## src/rtl/uart_rx.sv

```systemverilog
// uart_rx: oversampling serial receiver.
//
// Decodes frames of: start bit (0), DATA_WIDTH data bits LSB first, one
// even-parity bit (XOR of the data bits), and one stop bit (1). Each bit is
// sampled at mid-bit using a sample_tick strobe that runs at OVERSAMPLE x baud.
//
// Ports:
//   clk          system clock
//   rst          asynchronous active-high reset
//   sample_tick  one-clk strobe at OVERSAMPLE x baud; all state advances only on it
//   rx_serial    asynchronous serial line, idles high
//   data_out     last received word, held until the next frame completes
//   data_valid   one-clk pulse when a frame completes
//   parity_err   received parity bit differs from XOR of data_out (held with data_out)
//   frame_err    stop bit sampled as 0 (held with data_out)
//   busy         high whenever the receiver is not in IDLE
//
// Output handshake: there is no back-pressure. data_valid is a one-cycle
// strobe; data_out/parity_err/frame_err are updated on the same edge that
// raises it and stay stable until the next strobe. A consumer that misses the
// strobe loses the frame.

module uart_rx #(
  parameter int DATA_WIDTH = 8,
  parameter int OVERSAMPLE = 16
) (
  input  logic                  clk,
  input  logic                  rst,
  input  logic                  sample_tick,
  input  logic                  rx_serial,
  output logic [DATA_WIDTH-1:0] data_out,
  output logic                  data_valid,
  output logic                  parity_err,
  output logic                  frame_err,
  output logic                  busy
);

  localparam int TW = $clog2(OVERSAMPLE);
  localparam int BW = (DATA_WIDTH > 1) ? $clog2(DATA_WIDTH) : 1;

  localparam logic [TW-1:0] TICK_MID  = TW'(OVERSAMPLE / 2 - 1);
  localparam logic [TW-1:0] TICK_LAST = TW'(OVERSAMPLE - 1);
  localparam logic [BW-1:0] BIT_LAST  = BW'(DATA_WIDTH - 1);

  typedef enum logic [2:0] {
    IDLE       = 3'd0,
    START_BIT  = 3'd1,
    DATA_BITS  = 3'd2,
    PARITY_BIT = 3'd3,
    STOP_BIT   = 3'd4,
    WAIT_IDLE  = 3'd5
  } state_t;

  state_t                state_q, state_d;
  logic                  sync1_q, sync2_q;
  logic [TW-1:0]         tick_cnt_q, tick_cnt_d;
  logic [BW-1:0]         bit_cnt_q, bit_cnt_d;
  logic [DATA_WIDTH-1:0] shift_q, shift_d;
  logic                  par_bit_q, par_bit_d;
  logic [DATA_WIDTH-1:0] data_out_q, data_out_d;
  logic                  data_valid_q, data_valid_d;
  logic                  parity_err_q, parity_err_d;
  logic                  frame_err_q, frame_err_d;
  logic                  rx_s;
  logic                  bit_end;

  // Two-flop synchronizer; resets to the idle (high) line level so reset
  // release never looks like a start edge.
  always_ff @(posedge clk or posedge rst) begin
    if (rst) begin
      sync1_q <= 1'b1;
      sync2_q <= 1'b1;
    end else begin
      sync1_q <= rx_serial;
      sync2_q <= sync1_q;
    end
  end

  assign rx_s    = sync2_q;
  // Last tick of a full bit period, measured from the previous mid-bit sample.
  assign bit_end = (tick_cnt_q == TICK_LAST);

  always_ff @(posedge clk or posedge rst) begin
    if (rst) begin
      state_q      <= IDLE;
      tick_cnt_q   <= '0;
      bit_cnt_q    <= '0;
      shift_q      <= '0;
      par_bit_q    <= 1'b0;
      data_out_q   <= '0;
      data_valid_q <= 1'b0;
      parity_err_q <= 1'b0;
      frame_err_q  <= 1'b0;
    end else begin
      state_q      <= state_d;
      tick_cnt_q   <= tick_cnt_d;
      bit_cnt_q    <= bit_cnt_d;
      shift_q      <= shift_d;
      par_bit_q    <= par_bit_d;
      data_out_q   <= data_out_d;
      data_valid_q <= data_valid_d;
      parity_err_q <= parity_err_d;
      frame_err_q  <= frame_err_d;
    end
  end

  always_comb begin
    state_d      = state_q;
    tick_cnt_d   = tick_cnt_q;
    bit_cnt_d    = bit_cnt_q;
    shift_d      = shift_q;
    par_bit_d    = par_bit_q;
    data_out_d   = data_out_q;
    data_valid_d = 1'b0;
    parity_err_d = parity_err_q;
    frame_err_d  = frame_err_q;

    if (sample_tick) begin
      unique case (state_q)
        IDLE: begin
          if (!rx_s) begin
            state_d    = START_BIT;
            tick_cnt_d = '0;
          end
        end

        START_BIT: begin
          if (tick_cnt_q == TICK_MID) begin
            // Mid start bit: a line that is high again was only a glitch.
            if (!rx_s) begin
              state_d    = DATA_BITS;
              tick_cnt_d = '0;
              bit_cnt_d  = '0;
            end else begin
              state_d = IDLE;
            end
          end else begin
            tick_cnt_d = tick_cnt_q + TW'(1);
          end
        end

        DATA_BITS: begin
          if (bit_end) begin
            tick_cnt_d         = '0;
            shift_d[bit_cnt_q] = rx_s;
            if (bit_cnt_q == BIT_LAST) begin
              state_d = PARITY_BIT;
            end else begin
              bit_cnt_d = bit_cnt_q + BW'(1);
            end
          end else begin
            tick_cnt_d = tick_cnt_q + TW'(1);
          end
        end

        PARITY_BIT: begin
          if (bit_end) begin
            tick_cnt_d = '0;
            par_bit_d  = rx_s;
            state_d    = STOP_BIT;
          end else begin
            tick_cnt_d = tick_cnt_q + TW'(1);
          end
        end

        STOP_BIT: begin
          if (bit_end) begin
            tick_cnt_d   = '0;
            data_out_d   = shift_q;
            parity_err_d = par_bit_q ^ (^shift_q);
            frame_err_d  = ~rx_s;
            data_valid_d = 1'b1;
            // Leaving at mid stop bit lets a back-to-back start be caught.
            state_d      = rx_s ? IDLE : WAIT_IDLE;
          end else begin
            tick_cnt_d = tick_cnt_q + TW'(1);
          end
        end

        WAIT_IDLE: begin
          if (rx_s) begin
            state_d = IDLE;
          end
        end

        default: begin
          state_d = IDLE;
        end
      endcase
    end
  end

  assign data_out   = data_out_q;
  assign data_valid = data_valid_q;
  assign parity_err = parity_err_q;
  assign frame_err  = frame_err_q;
  assign busy       = (state_q != IDLE);

endmodule

```

## config.mk

```make
export PLATFORM = sky130hd
export DESIGN_NAME = uart_rx
export DESIGN_NICKNAME = d
export VERILOG_FILES = /design/src/rtl/uart_rx.sv
export SDC_FILE = /design/constraint.sdc
export NUM_CORES = 1
export LEC_CHECK = 0
export BUFFER_PORTS_ARGS = -buffer_cell sky130_fd_sc_hd__buf_2
export CORE_UTILIZATION = 40
export DETAILED_ROUTE_END_ITERATION = 12
export PLACE_DENSITY_LB_ADDON = 0.3
export SYNTH_ARGS = -nofsm -noshare
export SYNTH_HDL_FRONTEND = slang
export SYNTH_SLANG_ARGS = --single-unit
```

## constraint.sdc

```tcl
create_clock -name clk -period 2.1 [get_ports clk]
set_input_delay 0.21 -clock clk [delete_from_list [all_inputs] [get_ports clk]]
set_output_delay 0.21 -clock clk [all_outputs]
set_load 0.02 [all_outputs]
```

## Yosys cells after proc, flatten, opt, wreduce, memory -nomap -nowiden

Index checks and enable logic that the tools add are counted.

- Output and inout bits: 12
- Bits in registers: 32

- Equality and inequality tests: 17
- Add/sub/neg operators: 2
- Reductions and logical operators: 13
- Bitwise operators: 2
- Magnitude comparators: 2
- Multiplexer cells: 25

Operators by type and width:

| cell | number |
|---|---|
| 3-bit 2-to-1 mux | 12 |
| 2-bit != test, second input constant | 9 |
| 3-bit one-hot mux with 6 select lines | 1 |
| 4-bit 2-to-1 mux | 3 |
| 4-bit one-hot mux with 3 select lines | 1 |
| 3-bit equality test, second input constant | 3 |
| 3-bit AND reduction | 3 |
| 8-bit bitwise mux | 1 |
| 8-bit AND reduction | 1 |
| 8-bit parity | 1 |
| 3-bit by 2-bit equality test with 1-bit output, second input constant | 2 |
| 3-bit one-hot mux with 2 select lines | 1 |
| 6-bit AND reduction | 1 |
| 3-bit nonzero test | 2 |
| 4-bit by 1-bit adder with 4-bit output, second input constant | 1 |
| 4-bit by 3-bit equality test with 1-bit output, second input constant | 1 |
| 4-bit equality test, second input constant | 1 |
| 3-bit by 4-bit less-than comparator with 1-bit output, second input constant | 1 |
| 1-bit 2-to-1 mux | 4 |
| 3-bit by 1-bit adder with 3-bit output, second input constant | 1 |
| 1-bit demux with 3-bit select | 1 |
| 3-bit by 1-bit equality test with 1-bit output, second input constant | 1 |
| 3-bit by 1-bit greater-or-equal comparator with 1-bit output, second input constant | 1 |
| 3-bit zero test | 1 |
| 7 further kinds | 7 |

## Longest topological paths before layout

- Depth after elaboration: 5
- Gate-level depth with buffers: 7
- Gate-level depth less buffers: 7

## Least setup slack after synthesis

OpenSTA, ideal clock, no wires.

- Kind: register to register
- Start: register tick_cnt_q[0]
- End: register shift_q[2]
- Setup time: 0.128 ns
- Arrival time: 1.614 ns
- Slack: 0.358 ns
- Stages on the path, launching flop included: 6
- Cell sequence: dfrtp_1 ha_1 nand4_2 or3_4 nor3b_2 mux2_1

- Longest elaborated chain between the ends: 2

RTL lines:

| element | line | text |
|---|---|---|
| start, declared | 56 | `logic [TW-1:0] tick_cnt_q, tick_cnt_d;` |
| start signal, assigned | 96 | `tick_cnt_q <= tick_cnt_d;` |
| 4-bit equality test | 81 | `assign bit_end = (tick_cnt_q == TICK_LAST);` |
| 3-bit AND reduction (no source line) | -- |  |
| end signal, assigned | 98 | `shift_q <= shift_d;` |
| end, declared | 58 | `logic [DATA_WIDTH-1:0] shift_q, shift_d;` |

No other way between the ends.
A chain may end at the register's enable or synchronous reset.

## Worst setup path after layout

- Start: register tick_cnt_q[0]
- End: register shift_q[0]

The elaborated chain is that of the path after synthesis.

==> flow_summary.rst <==
.. list-table::
   :header-rows: 1

   * - Metric
     - Value
   * - Result of the run
     - finished, violations left
   * - Violations in the final reports
     - hold timing
   * - CP startpoint kind
     - register
   * - Post-synthesis cell type with the largest combined area
     - dfrtp_1
   * - Internal portion of total power
     - roughly 1500 uW
   * - Buffer depth of the longest clock path
     - 2
   * - Reported leakage power
     - 0.000953 uW
   * - Via count of the first global-routing pass
     - around 1,200
   * - Proportion of netlist area held by the largest area contributor
     - 0.458
   * - Number of remaining DRC errors
     - 0
   * - Count of maximum capacitance violations
     - 0
   * - Clock Sinks
     - 32
   * - Number of unique standard cell types used by synthesis
     - 41
   * - Clock tree from TritonCTS
     - done
   * - Via density per instance
     - 5.27
   * - FF-to-FF End
     - shift_q[0]
   * - Die H
     - between 60 and 70 um
   * - Tightest hold margin
     - -0.00466 ns
   * - Antenna violations before repair
     - 0
   * - Via Count
     - around 1,200
   * - PD cells
     - 1180 mW/mm^2
   * - Sequential area share after synthesis
     - 0.490
   * - Nets
     - between 150 and 200
   * - Sequential cell fraction of total power
     - 0.400
   * - Max_slew headroom
     - 0.721
   * - Total inserted antenna cells
     - 0
   * - Die width
     - around 66 um
   * - Worst EP required
     - roughly 2.3 ns
   * - Clk Latency, worst-skew pair
     - roughly 0.28 ns
   * - Standard-cell row count
     - 22
   * - Filler cells
     - 343
   * - Post-layout utilization of the core
     - 0.500
   * - Ports placed on the boundary
     - 16
   * - Setup CP Type
     - reg -> reg
   * - Global-route wire length before repair
     - approximately 5300 um
   * - Switching power total
     - between 700 and 800 uW
   * - Number of setup violations in the final report
     - 0
   * - Ratio of cells with drive above 1 in the final layout
     - 0.345
   * - Share of synthesized registers carrying an async set or reset
     - 1.00
   * - Overall routing resource usage
     - 0.168
   * - First-pass DRT Iterations
     - 4
   * - Worst slew pin tran
     - approximately 0.41 ns
   * - Detailed route wirelength on metal3
     - between 100 and 150 um
   * - Starting density of the core
     - 0.432
   * - Cell count of the worst reg-to-reg path
     - 5
   * - Period minus WS final
     - between 1.5 and 2 ns
   * - Antenna Nets Post-Route
     - 0
   * - Inserted Clock Buffers
     - 5
   * - Hold violation total from the final report
     - 6
   * - Congestion Overflow GR
     - 0
   * - Post-CTS sizing
     - 0
   * - Number of instances in the placed design
     - ~210
   * - Data arrival time at the worst-slack endpoint
     - between 2 and 2.5 ns
   * - Setup Total Neg Slack
     - 0 ns
   * - Mapped Area
     - 0.00164 mm^2
   * - Synth Register Bits
     - 32
   * - Maximum frequency from static timing analysis
     - 516 MHz
   * - Post-synthesis cell count
     - ~150
   * - Number of hold-repair buffers added at the cts stage
     - 0
   * - Global placement routability congestion
     - a little under 0.9
   * - Net count after synthesis
     - between 150 and 200
   * - Sw Ratio
     - 0.336
   * - Pin count of the biggest net entering global routing
     - 33
   * - Placeable Area
     - between 0.003 and 0.004 mm^2
   * - Routed Wire Length
     - roughly 3000 um
   * - Biggest cell delay along the critical path
     - ~0.42 ns
   * - Nature of the critical path endpoint
     - register
   * - Routed wire length per instance
     - around 14 um
   * - Final cell count without fillers
     - approximately 220
   * - Area of all placed cells without fillers
     - roughly 0.0019 mm^2
   * - Number of warnings issued by yosys
     - 0
   * - Synth Area per Inst
     - 11.1 um^2
   * - Met2 WL
     - between 1000 and 1500 um
   * - Max layer used
     - met4
   * - Cell with the most instances after synthesis
     - dfrtp_1
   * - Post-Route M1 WL
     - approximately 1400 um
   * - Die outline area
     - approximately 0.0044 mm^2
   * - Cells along the critical path
     - ha_1 > nand4_2 > or3_4 > nor3_1 > mux2_2
   * - CTS H-tree lvls
     - 2
   * - Path type of the worst min-delay path
     - in -> async
   * - Number of flops mapped to enable cells by yosys
     - 0
   * - Count of buffers from port buffering
     - 15
   * - Predominant post-synthesis flop cell
     - dfrtp_1
   * - Launch instance of the worst register-to-register path
     - tick_cnt_q[0]
   * - Largest cells by area after synthesis
     - dfrtp_1 (46%), mux2_2 (14%), xnor2_1 (3.7%)
   * - Total setup buffers inserted after CTS
     - 0
   * - Clock transition at path regs
     - roughly 0.06 ns
   * - Clk pwr share
     - 0.257
   * - Clock root buffer
     - clkbuf_8
   * - Worst-path cell with the longest stage delay
     - or3_4
   * - CP Max Fanout
     - 4
   * - Worst clock skew on the final layout
     - 0.00470 ns
   * - RSZ-0062 raised after global routing
     - false
   * - DRT iter0 DRCs
     - 26
   * - HPWL reported at the end of detailed placement
     - around 2200 um
   * - Syn-to-layout area delta
     - 15.7%
   * - Total cell area at the placement stage
     - about 0.0018 mm^2
   * - Maximum vdd ir drop
     - approximately 0.64 mV
   * - R2R setup slack
     - 0.16 ns
   * - Share of the cycle needed by the critical path after routing
     - 0.922
   * - Relative contribution of combinational cells to total power
     - 0.342
   * - Most numerous cell types in the synthesized netlist
     - dfrtp_1 (30), mux2_2 (21), nand2_1 (11)
   * - Max-slew violation count
     - 0
-- state kept, by name (all words and copies together) (netlist names) --
signal and flops:
data_out 8, shift_q 8, tick_cnt_q 4, bit_cnt_q 3, state_q 3, data_valid 1, frame_err 1, par_bit_q 1
parity_err 1, rx_s 1, sync1_q 1
-- cell type report --
cell class / count / area [um^2] / area share
flip-flops and latches: 32 / 803 / 0.423
multi-input cells: 102 / 769 / 0.405
repair buffers: 23 / 135 / 0.0712
clock buffers: 6 / 72.6 / 0.0382
well taps: 48 / 60.1 / 0.0316
clock inverters: 2 / 35.0 / 0.0185
inverters: 6 / 22.5 / 0.0119
-- worst max-delay path by stage --
stage                        from    endpoint  cells after the start
global route         bit_cnt_q[0]  state_q[1]                      6
global placement       state_q[2]  shift_q[2]                      5
finish              tick_cnt_q[0]  shift_q[0]                      5
floorplan           tick_cnt_q[0]  shift_q[2]                      5
detailed placement  tick_cnt_q[0]  shift_q[0]                      5
CTS                 tick_cnt_q[0]  shift_q[0]                      5
-- cell usage in the layout (no fill, tap or decap), drive strengths merged, types with 2 or more instances in the layout --
cell    count
dfrtp      30
buf        23
mux2       22
nand2      11
nor2       10
o21ai       8
xnor2       7
inv         6
clkbuf      6
nor3        5
nor2b       3
nand3       3
and3        3
ha          3
nand4       3
nor3b       3
a21oi       2
xor2        2
nand3b      2
a21o        2
dfstp       2
-- power by group through the flow --
stage / registers, uW / clock network [uW] / logic, uW
final: 894 / 575 / 764
after global routing: 919 / 620 / 854
after CTS: 895 / 594 / 774
after detailed placement: 906 / 0 / 771
after global placement: 894 / 0 / 739
after floorplan: 833 / 0 / 659
-- metal layers --
metal | vias to the layer above | global-route usage
li1 | 564 | -
met1 | 554 | 0.202
met2 | 29 | 0.268
met3 | 7 | 0.0414
met4 | 0 | 0.101
met5 | - | 0
-- cell families after synthesis --
logic type      count (synthesis)  share of synthesized area
fa+ha+maj                       3                     0.0229
mux                            23                      0.157
buf+inv                        14                     0.0412
flops                          32                      0.490
simple gates                   47                      0.162
xor+xnor                        9                     0.0481
compound gates                 20                     0.0793
-- worst max-delay path: cells and delay by family, from the launching register on --
kind                     cells  cell delay (ns)
adder cells (fa/ha/maj)      1             0.27
flip-flops                   1             0.40
multiplexers                 1             0.36
AND/OR/NAND/NOR              3             0.80
-- metrics by stage --
step                setup slack [ns]  total power (uW)  hold slack, ns
floorplan                      0.358              1490           0.214
global placement               0.295              1630           0.306
detailed placement             0.199              1680           0.316
CTS                            0.188              2260        0.000979
global route                  0.0608              2390         0.00768
finish                         0.164              2230        -0.00466
No activity file was read; power rests on OpenSTA's default activity.
